**src/rtl/tl45_wbarb_n.sv**
```systemverilog
// N-master pipelined Wishbone arbiter with registered ownership, outstanding-request limit and bus-timeout abort.
// Define TL45_WBARB_RR_EN for round-robin arbitration; otherwise lowest requesting index wins.
//
//   state   | meaning
//   --------+--------------------------------------------------------------
//   S_IDLE  | no owner, all masters stalled, arbitrating among i_m_cyc
//   S_OWNED | o_grant owner drives the slave port, responses routed to it
//   S_ABORT | owner timed out; slave port idle until the owner drops cyc
module tl45_wbarb_n #(
    parameter int NM      = 3,
    parameter int DW      = 32,
    parameter int AW      = 30,
    parameter int MAXOUT  = 7,
    parameter int TIMEOUT = 255
) (
    input  logic              i_clk,
    input  logic              i_reset,
    input  logic [NM-1:0]     i_m_cyc,
    input  logic [NM-1:0]     i_m_stb,
    input  logic [NM-1:0]     i_m_we,
    input  logic [NM*AW-1:0]  i_m_adr,
    input  logic [NM*DW-1:0]  i_m_dat,
    input  logic [NM*DW/8-1:0] i_m_sel,
    output logic [NM-1:0]     o_m_ack,
    output logic [NM-1:0]     o_m_stall,
    output logic [NM-1:0]     o_m_err,
    output logic              o_cyc,
    output logic              o_stb,
    output logic              o_we,
    output logic [AW-1:0]     o_adr,
    output logic [DW-1:0]     o_dat,
    output logic [DW/8-1:0]   o_sel,
    input  logic              i_ack,
    input  logic              i_stall,
    input  logic              i_err,
    output logic [NM-1:0]     o_grant
);

    localparam int SW    = DW / 8;
    localparam int IW    = (NM > 1) ? $clog2(NM) : 1;
    localparam int CW    = $clog2(MAXOUT + 1);
    localparam int TW    = (TIMEOUT > 0) ? $clog2(TIMEOUT + 1) : 1;
    localparam bit TO_EN = (TIMEOUT > 0);

    typedef enum logic [1:0] {
        S_IDLE,
        S_OWNED,
        S_ABORT
    } state_t;

    state_t        state;
    logic [IW-1:0] own_idx;
    logic [CW-1:0] out_cnt;
    logic [TW-1:0] timer;

    logic          owned;
    logic          own_cyc;
    logic          at_max;
    logic          timed_out;
    logic          accept;
    logic          resp;
    logic          dec;

    logic          win_vld;
    logic [IW-1:0] win_idx;
    logic [NM-1:0] win_oh;

    assign owned     = (state == S_OWNED);
    assign own_cyc   = i_m_cyc[own_idx];
    assign at_max    = (out_cnt == CW'(MAXOUT));
    assign timed_out = TO_EN && owned && (out_cnt != '0) && (timer == TW'(TIMEOUT));
    assign accept    = o_stb && !i_stall;
    assign resp      = i_ack || i_err;
    // Stray responses with nothing outstanding must not wrap the counter.
    assign dec       = resp && (out_cnt != '0);

`ifdef TL45_WBARB_RR_EN
    logic [IW-1:0] rr_ptr;
    int            cand;

    // Later (smaller) offsets overwrite earlier ones, so the first requester after rr_ptr wins.
    always_comb begin
        win_vld = 1'b0;
        win_idx = '0;
        cand    = 0;
        for (int off = NM; off >= 1; off--) begin
            cand = (int'(rr_ptr) + off) % NM;
            if (i_m_cyc[cand]) begin
                win_vld = 1'b1;
                win_idx = IW'(cand);
            end
        end
    end
`else
    always_comb begin
        win_vld = 1'b0;
        win_idx = '0;
        for (int i = NM - 1; i >= 0; i--) begin
            if (i_m_cyc[i]) begin
                win_vld = 1'b1;
                win_idx = IW'(i);
            end
        end
    end
`endif

    always_comb begin
        win_oh          = '0;
        win_oh[win_idx] = win_vld;
    end

    always_ff @(posedge i_clk or posedge i_reset) begin
        if (i_reset) begin
            state   <= S_IDLE;
            o_grant <= '0;
            own_idx <= '0;
            out_cnt <= '0;
            timer   <= '0;
`ifdef TL45_WBARB_RR_EN
            rr_ptr  <= IW'(NM - 1);
`endif
        end else begin
            case (state)
                S_IDLE: begin
                    out_cnt <= '0;
                    timer   <= '0;
                    if (win_vld) begin
                        state   <= S_OWNED;
                        own_idx <= win_idx;
                        o_grant <= win_oh;
`ifdef TL45_WBARB_RR_EN
                        rr_ptr  <= win_idx;
`endif
                    end
                end
                S_OWNED: begin
                    if (!own_cyc) begin
                        state   <= S_IDLE;
                        o_grant <= '0;
                        out_cnt <= '0;
                        timer   <= '0;
                    end else if (timed_out) begin
                        state   <= S_ABORT;
                        out_cnt <= '0;
                        timer   <= '0;
                    end else begin
                        if (accept && !dec)
                            out_cnt <= out_cnt + 1'b1;
                        else if (!accept && dec)
                            out_cnt <= out_cnt - 1'b1;

                        if (accept || resp)
                            timer <= '0;
                        else if (TO_EN && (out_cnt != '0) && (timer != TW'(TIMEOUT)))
                            timer <= timer + 1'b1;
                    end
                end
                S_ABORT: begin
                    out_cnt <= '0;
                    timer   <= '0;
                    if (!own_cyc) begin
                        state   <= S_IDLE;
                        o_grant <= '0;
                    end
                end
                default: begin
                    state   <= S_IDLE;
                    o_grant <= '0;
                end
            endcase
        end
    end

    // Slave-side mux and response routing; everything is gated by the registered state,
    // so reset silences the bus without waiting for a clock edge.
    always_comb begin
        o_m_ack   = '0;
        o_m_err   = '0;
        o_m_stall = '1;
        o_cyc     = 1'b0;
        o_stb     = 1'b0;
        o_we      = 1'b0;
        o_adr     = '0;
        o_dat     = '0;
        o_sel     = '0;
        if (owned) begin
            o_we  = i_m_we[own_idx];
            o_adr = i_m_adr[own_idx*AW +: AW];
            o_dat = i_m_dat[own_idx*DW +: DW];
            o_sel = i_m_sel[own_idx*SW +: SW];
            if (timed_out) begin
                o_m_err[own_idx] = 1'b1;
            end else begin
                o_cyc              = own_cyc;
                o_stb              = own_cyc && i_m_stb[own_idx] && !at_max;
                o_m_stall[own_idx] = i_stall || at_max;
                o_m_ack[own_idx]   = i_ack;
                o_m_err[own_idx]   = i_err;
            end
        end
    end

endmodule
```
**config.mk**
```make
export PLATFORM = sky130hd
export DESIGN_NAME = tl45_wbarb_n
export DESIGN_NICKNAME = d
export VERILOG_FILES = /design/src/rtl/tl45_wbarb_n.sv
export SDC_FILE = /design/constraint.sdc
export NUM_CORES = 1
export LEC_CHECK = 0
export CORE_AREA = 3 3 114 116
export CTS_CLUSTER_SIZE = 25
export DETAILED_ROUTE_END_ITERATION = 8
export DIE_AREA = 0 0 117 119
export PLACE_DENSITY_LB_ADDON = 0.3
export SYNTH_ARGS = -nofsm -noshare
export SYNTH_HDL_FRONTEND = slang
export SYNTH_SLANG_ARGS = --single-unit
```
**constraint.sdc**
```tcl
create_clock -name i_clk -period 3.4 [get_ports i_clk]
set_input_delay 0.34 -clock i_clk [delete_from_list [all_inputs] [get_ports i_clk]]
set_output_delay 0.34 -clock i_clk [all_outputs]
set_load 0.01 [all_outputs]
```
# Yosys cells after proc, flatten, opt, wreduce, memory -nomap -nowiden
# Cells that the tools add are included.
# op_classes
add_sub_neg	3
n_mul	1
magnitude_cmp	4
n_eq_ne	11
n_shift	3
n_mux	48
n_bitwise	5
reduce_logical	28
# op_table
op	count
indexed part select 96 x 8 -> 32 bit	1
indexed part select 90 x 8 -> 30 bit	1
2-to-1 mux 3 bit	12
2-to-1 mux 32 bit	1
2-to-1 mux 8 bit	4
2-to-1 mux 30 bit	1
one-hot mux 8 bit (2 select lines)	1
2-to-1 mux 2 bit	7
2-to-1 mux 1 bit	13
one-hot mux 3 bit (2 select lines)	2
indexed part select 12 x 5 -> 4 bit	1
logical AND 1 bit	11
!= test 5 x 2 -> 1 bit, second input constant	2
AND 3 bit	3
adder 8 x 1 -> 8 bit, second input constant	1
equality test 8 bit, second input constant	1
!= test 8 bit, second input constant	1
AND reduction 2 bit	4
binary-select mux 1 bit (select 2 bit)	3
less-than comparator 2 x 3 -> 1 bit, second input constant	2
multiplier 2 x 4 -> 6 bit, second input constant	1
!= test 2 bit, second input constant	3
one-hot mux 2 bit (3 select lines)	1
demux 1 bit (select 2 bit)	2
other kinds (17)	24
# totals
register_bits	18
input_bits	212
output_inout_bits	81
word_cells	108

# Depth between registers and ports, before layout
# Gate-level depths: netlist (run 1).
# depth
depth_word	14
mapped_depth	10
mapped_depth_nobuf	10

# Worst setup path after synthesis (run 1)
# Ideal clock, no wire load.
# synth_timing
path_type	register to register
startpoint	register state[1]
endpoint	register out_cnt[2]
setup_time_ns	0.126
arrival_time_ns	2.543
t_required_ns	3.274
slack_ns	0.731
path_stages_with_launch	11
n_path_buf	0
synth_period_minus_slack_ns	2.669
cell_sequence	dfrtp_1 > inv_1 > ha_1 > nand3_1 > nor4_4 > nand3b_1 > nor2_1 > fa_1 > or3_1 > a32oi_1 > o21ai_1
# synth_via
elab_chain_len	11
elab_cells_between_ends	19
cone_classes	eq/ne (3); mux (6); reduce/logical (10)
# synth_rtl
item	line	rtl
start, declared	51	state_t state;
start signal, assigned	114	state <= S_IDLE;
start signal, assigned	128	state <= S_OWNED;
start signal, assigned	138	state <= S_IDLE;
equality test 2 x 1 -> 1 bit	68, 123	
logical AND 1 bit (2 in a row)	71	assign timed_out = TO_EN && owned && (out_cnt != '0) && (timer == TW'(TIMEOUT));
2-to-1 mux 1 bit	191	if (timed_out) begin
2-to-1 mux 1 bit	186	if (owned) begin
logical AND 1 bit	72	assign accept = o_stb && !i_stall;
logical AND 1 bit	147	if (accept && !dec)
2-to-1 mux 3 bit	147	
2-to-1 mux 3 bit	142	end else if (timed_out) begin
2-to-1 mux 3 bit	137	if (!own_cyc) begin
one-hot mux 3 bit (2 select lines)	123	case (state)
end signal, assigned	148	out_cnt <= out_cnt + 1'b1;
end signal, assigned	150	out_cnt <= out_cnt - 1'b1;
end, declared	53	logic [CW-1:0] out_cnt;
# Parallel ways exist; a longest one is shown, timed or not.
# A chain may end at the register's enable or synchronous reset.

# Worst setup path in the final report (run 1)
# layout_timing
startpoint	register state[1]
endpoint	output port o_stb
# layout_via
elab_chain_len	5
# layout_rtl
item	line	rtl
equality test 2 x 1 -> 1 bit *	68	assign owned = (state == S_OWNED);
logical AND 1 bit (2 in a row)	71	
2-to-1 mux 1 bit	191	
2-to-1 mux 1 bit *	186	
end, declared	28	output logic o_stb,
# Every way passes the cells marked *; elsewhere a longest branch is shown, timed or not.

==> results of run 1 <==
## routing by layer
metal / vias up / routed length [um]
met2: 156 / 8260
met3: 28 / 1370
met1: 1980 / 6370
met4: 0 / 442
li1: 2068 / -
met5: - / 0
## cells in the mapped netlist (all sizes together) (2+ instances only)
library cell,n,area [um2]
nand2,85,319
o21ai,75,379
mux2i,69,691
and2,68,425
clkbuf,23,86.3
dfrtp,18,450
inv,12,45.0
nand3,11,60.1
buf,10,38.8
nor2,8,30.0
a21oi,6,30.0
ha,5,62.6
or2,5,31.3
o311ai,4,65.1
a21o,3,22.5
a31oi,3,18.8
nor3b,3,27.5
a211oi,2,27.5
a31o,2,17.5
nand2b,2,20.0
nand3b,2,15.0
nor2b,2,12.5
nor4,2,27.5
o31ai,2,15.0
or3,2,12.5
## state kept, by name, summed over array words and instances (netlist names)
name and count:
out_cnt 3, timer 8, o_grant 3, own_idx 2, state 2
## area by class of cell
| class | instances | area, um2 | share of cell area |
|---|---|---|---|
| Antenna cell | 1 | 2.50 | 0.000402 |
| Timing Repair Buffer | 298 | 2980 | 0.479 |
| Clock buffer | 4 | 78.8 | 0.0127 |
| Inverter | 12 | 45.0 | 0.00724 |
| Sequential cell | 18 | 455 | 0.0732 |
| Multi-Input combinational cell | 377 | 2470 | 0.398 |
| Tap cell | 147 | 184 | 0.0296 |
## metrics by stage
stage,setup slack [ns],hold WS (ns),cells,power [mW]
after floorplan,0.731,0.279,440,2.02
after global placement,0.629,0.487,852,3.54
after detailed placement,0.524,0.515,852,3.57
after CTS,0.377,0.528,856,3.83
after global routing,0.199,0.544,857,4.07
final,0.394,0.519,857,3.81
## power breakdown
group	total (mW)	switching [mW]	internal [mW]
clock	0.245	0.0857	0.160
sequential	0.400	0.138	0.262
combinational	3.17	1.49	1.68
## path summary, 6_finish.rpt
kind | from | endpoint | slack, ns
min | i_reset | o_grant[2] | 0.52
max | state[1] | o_stb | 0.39
max in group asynchronous | i_reset | own_idx[0] | 2.31
min in group i_clk | o_grant[0] | o_grant[0] | 0.52
min reg2reg | o_grant[0] | o_grant[0] | 0.52
max reg2reg | timer[0] | out_cnt[2] | 0.47
## kinds of logic after synthesis
| logic type | Yosys count | share of synthesized area |
|---|---|---|
| compound gates | 105 | 0.210 |
| fa+ha+maj | 6 | 0.0268 |
| buf+inv | 45 | 0.0551 |
| flops | 18 | 0.146 |
| mux | 69 | 0.224 |
| simple gates | 197 | 0.339 |
==> results.py, run 1 <==
metrics = {
    "detailed_routing": {
        "ant_nets": 0,
        "vias": 4232,
        "vias_per_cell": 4.94,
        "wl_per_cell_um": 19.2,
        "wl_um": 16400,
        "drc": 0,
        "dr.pass1.iters": 4,
        "first_iter_violations": 263,
    },
    "yosys": {
        "async_flop_share": 1.00,
        "yosys_warnings": 0,
        "syn_nets": 658,
        "synth_area_um2": 3090,
        "syn_inst": 440,
        "synth_edf_count": 0,
        "synth.avg_cell_area_um2": 7.01,
        "seq_area_frac_synth": 0.146,
        "synth-main-ff-cell": "dfrtp_1",
        "ys_seq_elements": 18,
        "synth_cell_types": 51,
    },
    "setup_path": {
        "crit_path_end_kind": "output port",
        "cp_num_cells": 7,
        "cp_cell_sequence": "inv_1 -> ha_2 -> buf_4 -> nand3b_1 -> inv_2 -> o311a_1 -> clkdlybuf4s50_1",
        "crit_fanout": 77,
        "path_class": "flop to output port",
        "cpMaxStageDelayCell": "clkdlybuf4s50_1",
        "cpPeakStageDelay_ns": 0.55,
        "crit_buf_inv": 4,
        "r2r_cells": 9,
        "crit_required_ns": 3.06,
        "critical-path-top-delay-family": "buffers and inverters",
        "arrival_ns": 2.67,
        "worstSetupStartpointType": "flop",
    },
    "sta": {
        "maxSlewHeadroom": 0.486,
        "fin_setup_tns_ns": 0,
        "worst_pin_slew_ns": 0.770,
        "setup-violations-final": 0,
        "slew_violations": 0,
        "rsz0062_at_grt": "no",
        "period_needed_ns": 3.01,
        "finalCritPeriodShare": 0.884,
        "finalClockSkew_ns": 0.00228,
        "max_clock_freq_mhz": 333,
        "hold_violations": 0,
    },
    "global_routing": {
        "grt_overflow_total": 0,
        "grtUsageTotal": 0.217,
        "antenna_found_initial": 1,
        "grt_pass1_wl_um": 23800,
        "grtUsageMet2": 0.393,
        "use_met1": 0.255,
        "top_usage_layer": "met2",
        "grt_pass1_vias": 4092,
        "grt_use_met3": 0.0478,
        "grt_start_max_net_pins": 78,
    },
    "placement": {
        "dp_hpwl_um": 13300,
        "place_area_um2": 6140,
        "port_buffers": 292,
        "place.gp.congestion": 0.887,
    },
    "floorplan": {
        "coreArea_um2": 12000,
        "rows": 40,
        "dieArea_um2": 13900,
        "die_width_um": 117,
        "die_y_um": 119,
        "initial_core_util": 0.257,
        "ioPinCount": 293,
    },
    "cells_and_area": {
        "final_cell_mix": "clkdlybuf4s50_1, nand2_1, o21ai_0",
        "fillers": 1154,
        "finalInstanceArea_um2": 6220,
        "nNetsFinal": 928,
        "syn_to_final_growth_pct": 102,
        "layout-drive-gt1-share": 0.0465,
        "final_util": 0.518,
        "mostFrequentLayoutCell": "clkdlybuf4s50_1",
    },
    "worst_hold_path": {
        "hp-class": "input pin to asynchronous set/reset pin",
    },
    "pwr": {
        "p_leak_nw": 2.34,
        "powerDensity_nw_per_um2": 613,
        "peakVddDrop_mv": 0.304,
    },
    "clock_tree": {
        "cts.sinks": 18,
        "cts_buffer_depth": 2,
        "post_cts_buffers": 0,
        "cts_tree": "done",
        "cts_buffers": 3,
        "cts_resized": 0,
        "htreeDepth": 1,
        "path_clk_slew_ns": 0.06,
        "holdBufCountCts": 0,
        "clockRootBuffer": "clkbuf_16",
        "clock_latency_ns": 0.25,
    },
    "flow_run": {
        "drv_cap": 0,
    },
    "run_status": {
        "status": "complete, no violations",
    },
}
Power figures use the tool's default switching activity.
==> inputs of run 2 (changes only) <==
Settings changed: GPL_TIMING_DRIVEN set to 1, SETUP_SLACK_MARGIN set to 0.02.
==> results of run 2 <==
Same layout as run 1: the final DEF is identical, and so are final timing and power.
==> inputs of run 3 (changes only) <==
--- a/config.mk
+++ b/config.mk
@@ -14,2 +14,3 @@
 export SETUP_SLACK_MARGIN = 0.02
+export SLEW_MARGIN = 20
 export SYNTH_ARGS = -nofsm -noshare
--- a/constraint.sdc
+++ b/constraint.sdc
@@ -3,2 +3,2 @@
 set_output_delay 0.34 -clock i_clk [all_outputs]
-set_load 0.01 [all_outputs]
+set_load 0.005 [all_outputs]
==> results.py, run 3 (synthesized netlist as in run 1, its figures left out) <==
metrics = {
    "detailed_routing": {
        "vias_per_cell": 4.90,
        "dr.pass1.iters": 4,
        "drc": 0,
        "wl_um": 16400,
        "ant_nets": 0,
        "wl_met1_um": 6320,
        "top_layer": "met4",
        "wl_met2_um": 8480,
        "vias": 4196,
        "first_iter_violations": 246,
        "wl_per_cell_um": 19.2,
        "wl_met3_um": 1260,
    },
    "floorplan": {
        "rows": 40,
        "coreArea_um2": 12000,
        "die_y_um": 119,
        "die_width_um": 117,
        "dieArea_um2": 13900,
        "ioPinCount": 293,
        "initial_core_util": 0.257,
    },
    "clock_tree": {
        "clock_latency_ns": 0.25,
        "htreeDepth": 1,
        "cts_tree": "done",
        "path_clk_slew_ns": 0.05,
        "cts.sinks": 18,
        "cts_buffers": 3,
        "cts_buffer_depth": 2,
        "clockRootBuffer": "clkbuf_16",
        "holdBufCountCts": 0,
        "cts_resized": 0,
        "post_cts_buffers": 0,
    },
    "cells_and_area": {
        "largestRegisters": "timer (8), o_grant (3), out_cnt (3)",
        "largest_reg_flops": 8,
        "syn_to_final_growth_pct": 102,
        "layout.cells.non_filler": 856,
        "fillers": 1162,
        "top_register": "timer",
        "nNetsFinal": 928,
        "antenna_cells": 0,
        "layout-drive-gt1-share": 0.0465,
        "final_cell_mix": "clkdlybuf4s50_1, nand2_1, o21ai_0",
        "mostFrequentLayoutCell": "clkdlybuf4s50_1",
    },
    "sta": {
        "finalClockSkew_ns": 0.000661,
        "maxSlewHeadroom": 0.506,
        "slew_violations": 0,
        "setup-violations-final": 0,
        "max_clock_freq_mhz": 334,
        "hold_violations": 0,
        "finalCritPeriodShare": 0.880,
        "period_needed_ns": 2.99,
        "rsz0062_at_grt": "no",
        "fin_setup_tns_ns": 0,
        "worst_pin_slew_ns": 0.740,
    },
    "setup_path": {
        "cpPeakStageDelay_ns": 0.51,
        "arrival_ns": 2.65,
        "crit_fanout": 77,
        "crit_buf_inv": 4,
        "crit_path_end_kind": "output port",
        "crit_required_ns": 3.06,
        "r2r-start": "timer[0]",
        "crit_path_start": "state[1]",
        "path_class": "flop to output port",
        "cpMaxStageDelayCell": "buf_4",
        "cp_cell_sequence": "inv_1 -> ha_2 -> buf_4 -> nand3b_1 -> inv_2 -> o311a_1 -> clkdlybuf4s50_1",
        "critical-path-top-delay-family": "buffers and inverters",
        "worstSetupStartpointType": "flop",
    },
    "global_routing": {
        "grt_start_max_net_pins": 78,
        "grt_overflow_total": 0,
        "antenna_found_initial": 0,
        "grtUsageTotal": 0.219,
        "grt_pass1_wl_um": 23800,
        "grt_pass1_vias": 4139,
    },
    "pwr": {
        "p_leak_nw": 2.34,
        "peakVddDrop_mv": 0.266,
        "design_power_total_mw": 3.64,
        "powerDensity_nw_per_um2": 585,
    },
    "placement": {
        "dp_hpwl_um": 13200,
        "dp_cells": 852,
        "port_buffers": 292,
        "place.gp.congestion": 0.926,
    },
    "worst_hold_path": {
        "hp-class": "input pin to asynchronous set/reset pin",
    },
    "flow_run": {
        "drv_cap": 0,
    },
    "run_status": {
        "status": "complete, no violations",
    },
}
run 3: area by class of cell:
cell class,count,area (um2),area share
well taps,147,184,0.0296
inverters,12,45.0,0.00724
repair buffers,298,2980,0.479
clock buffers,4,78.8,0.0127
flip-flops and latches,18,455,0.0732
multi-input cells,377,2470,0.398
run 3: report_power, final:
part	switching [mW]	total (mW)	internal, mW
combinational	1.34	3.02	1.67
clock	0.0852	0.245	0.160
sequential	0.115	0.377	0.262
run 3: routing by layer:
metal | global-route usage | vias to the layer above
met4 | 0.0502 | 0
met3 | 0.0473 | 25
met1 | 0.257 | 1947
met2 | 0.398 | 161
li1 | - | 2063
met5 | 0 | -
run 3: final timing paths:
kind,endpoint,cells after the start,slack [ns]
hold / removal,own_idx[1],2,0.51
setup / recovery,o_stb,7,0.41
max in group asynchronous,own_idx[0],2,2.34
hold reg to reg,o_grant[0],1,0.51
min in group i_clk,o_grant[0],1,0.51
setup reg to reg,out_cnt[2],9,0.52
run 3: stage by stage:
stage               hold WS [ns]  area, um2  utilization  worst slack, ns
floorplan                  0.279       3090            -            0.731
global placement           0.486       6140        0.511            0.632
detailed placement         0.503       6140        0.511            0.539
CTS                        0.515       6220        0.518            0.362
global route               0.528       6220        0.518            0.241
finish                     0.510       6220        0.518            0.408
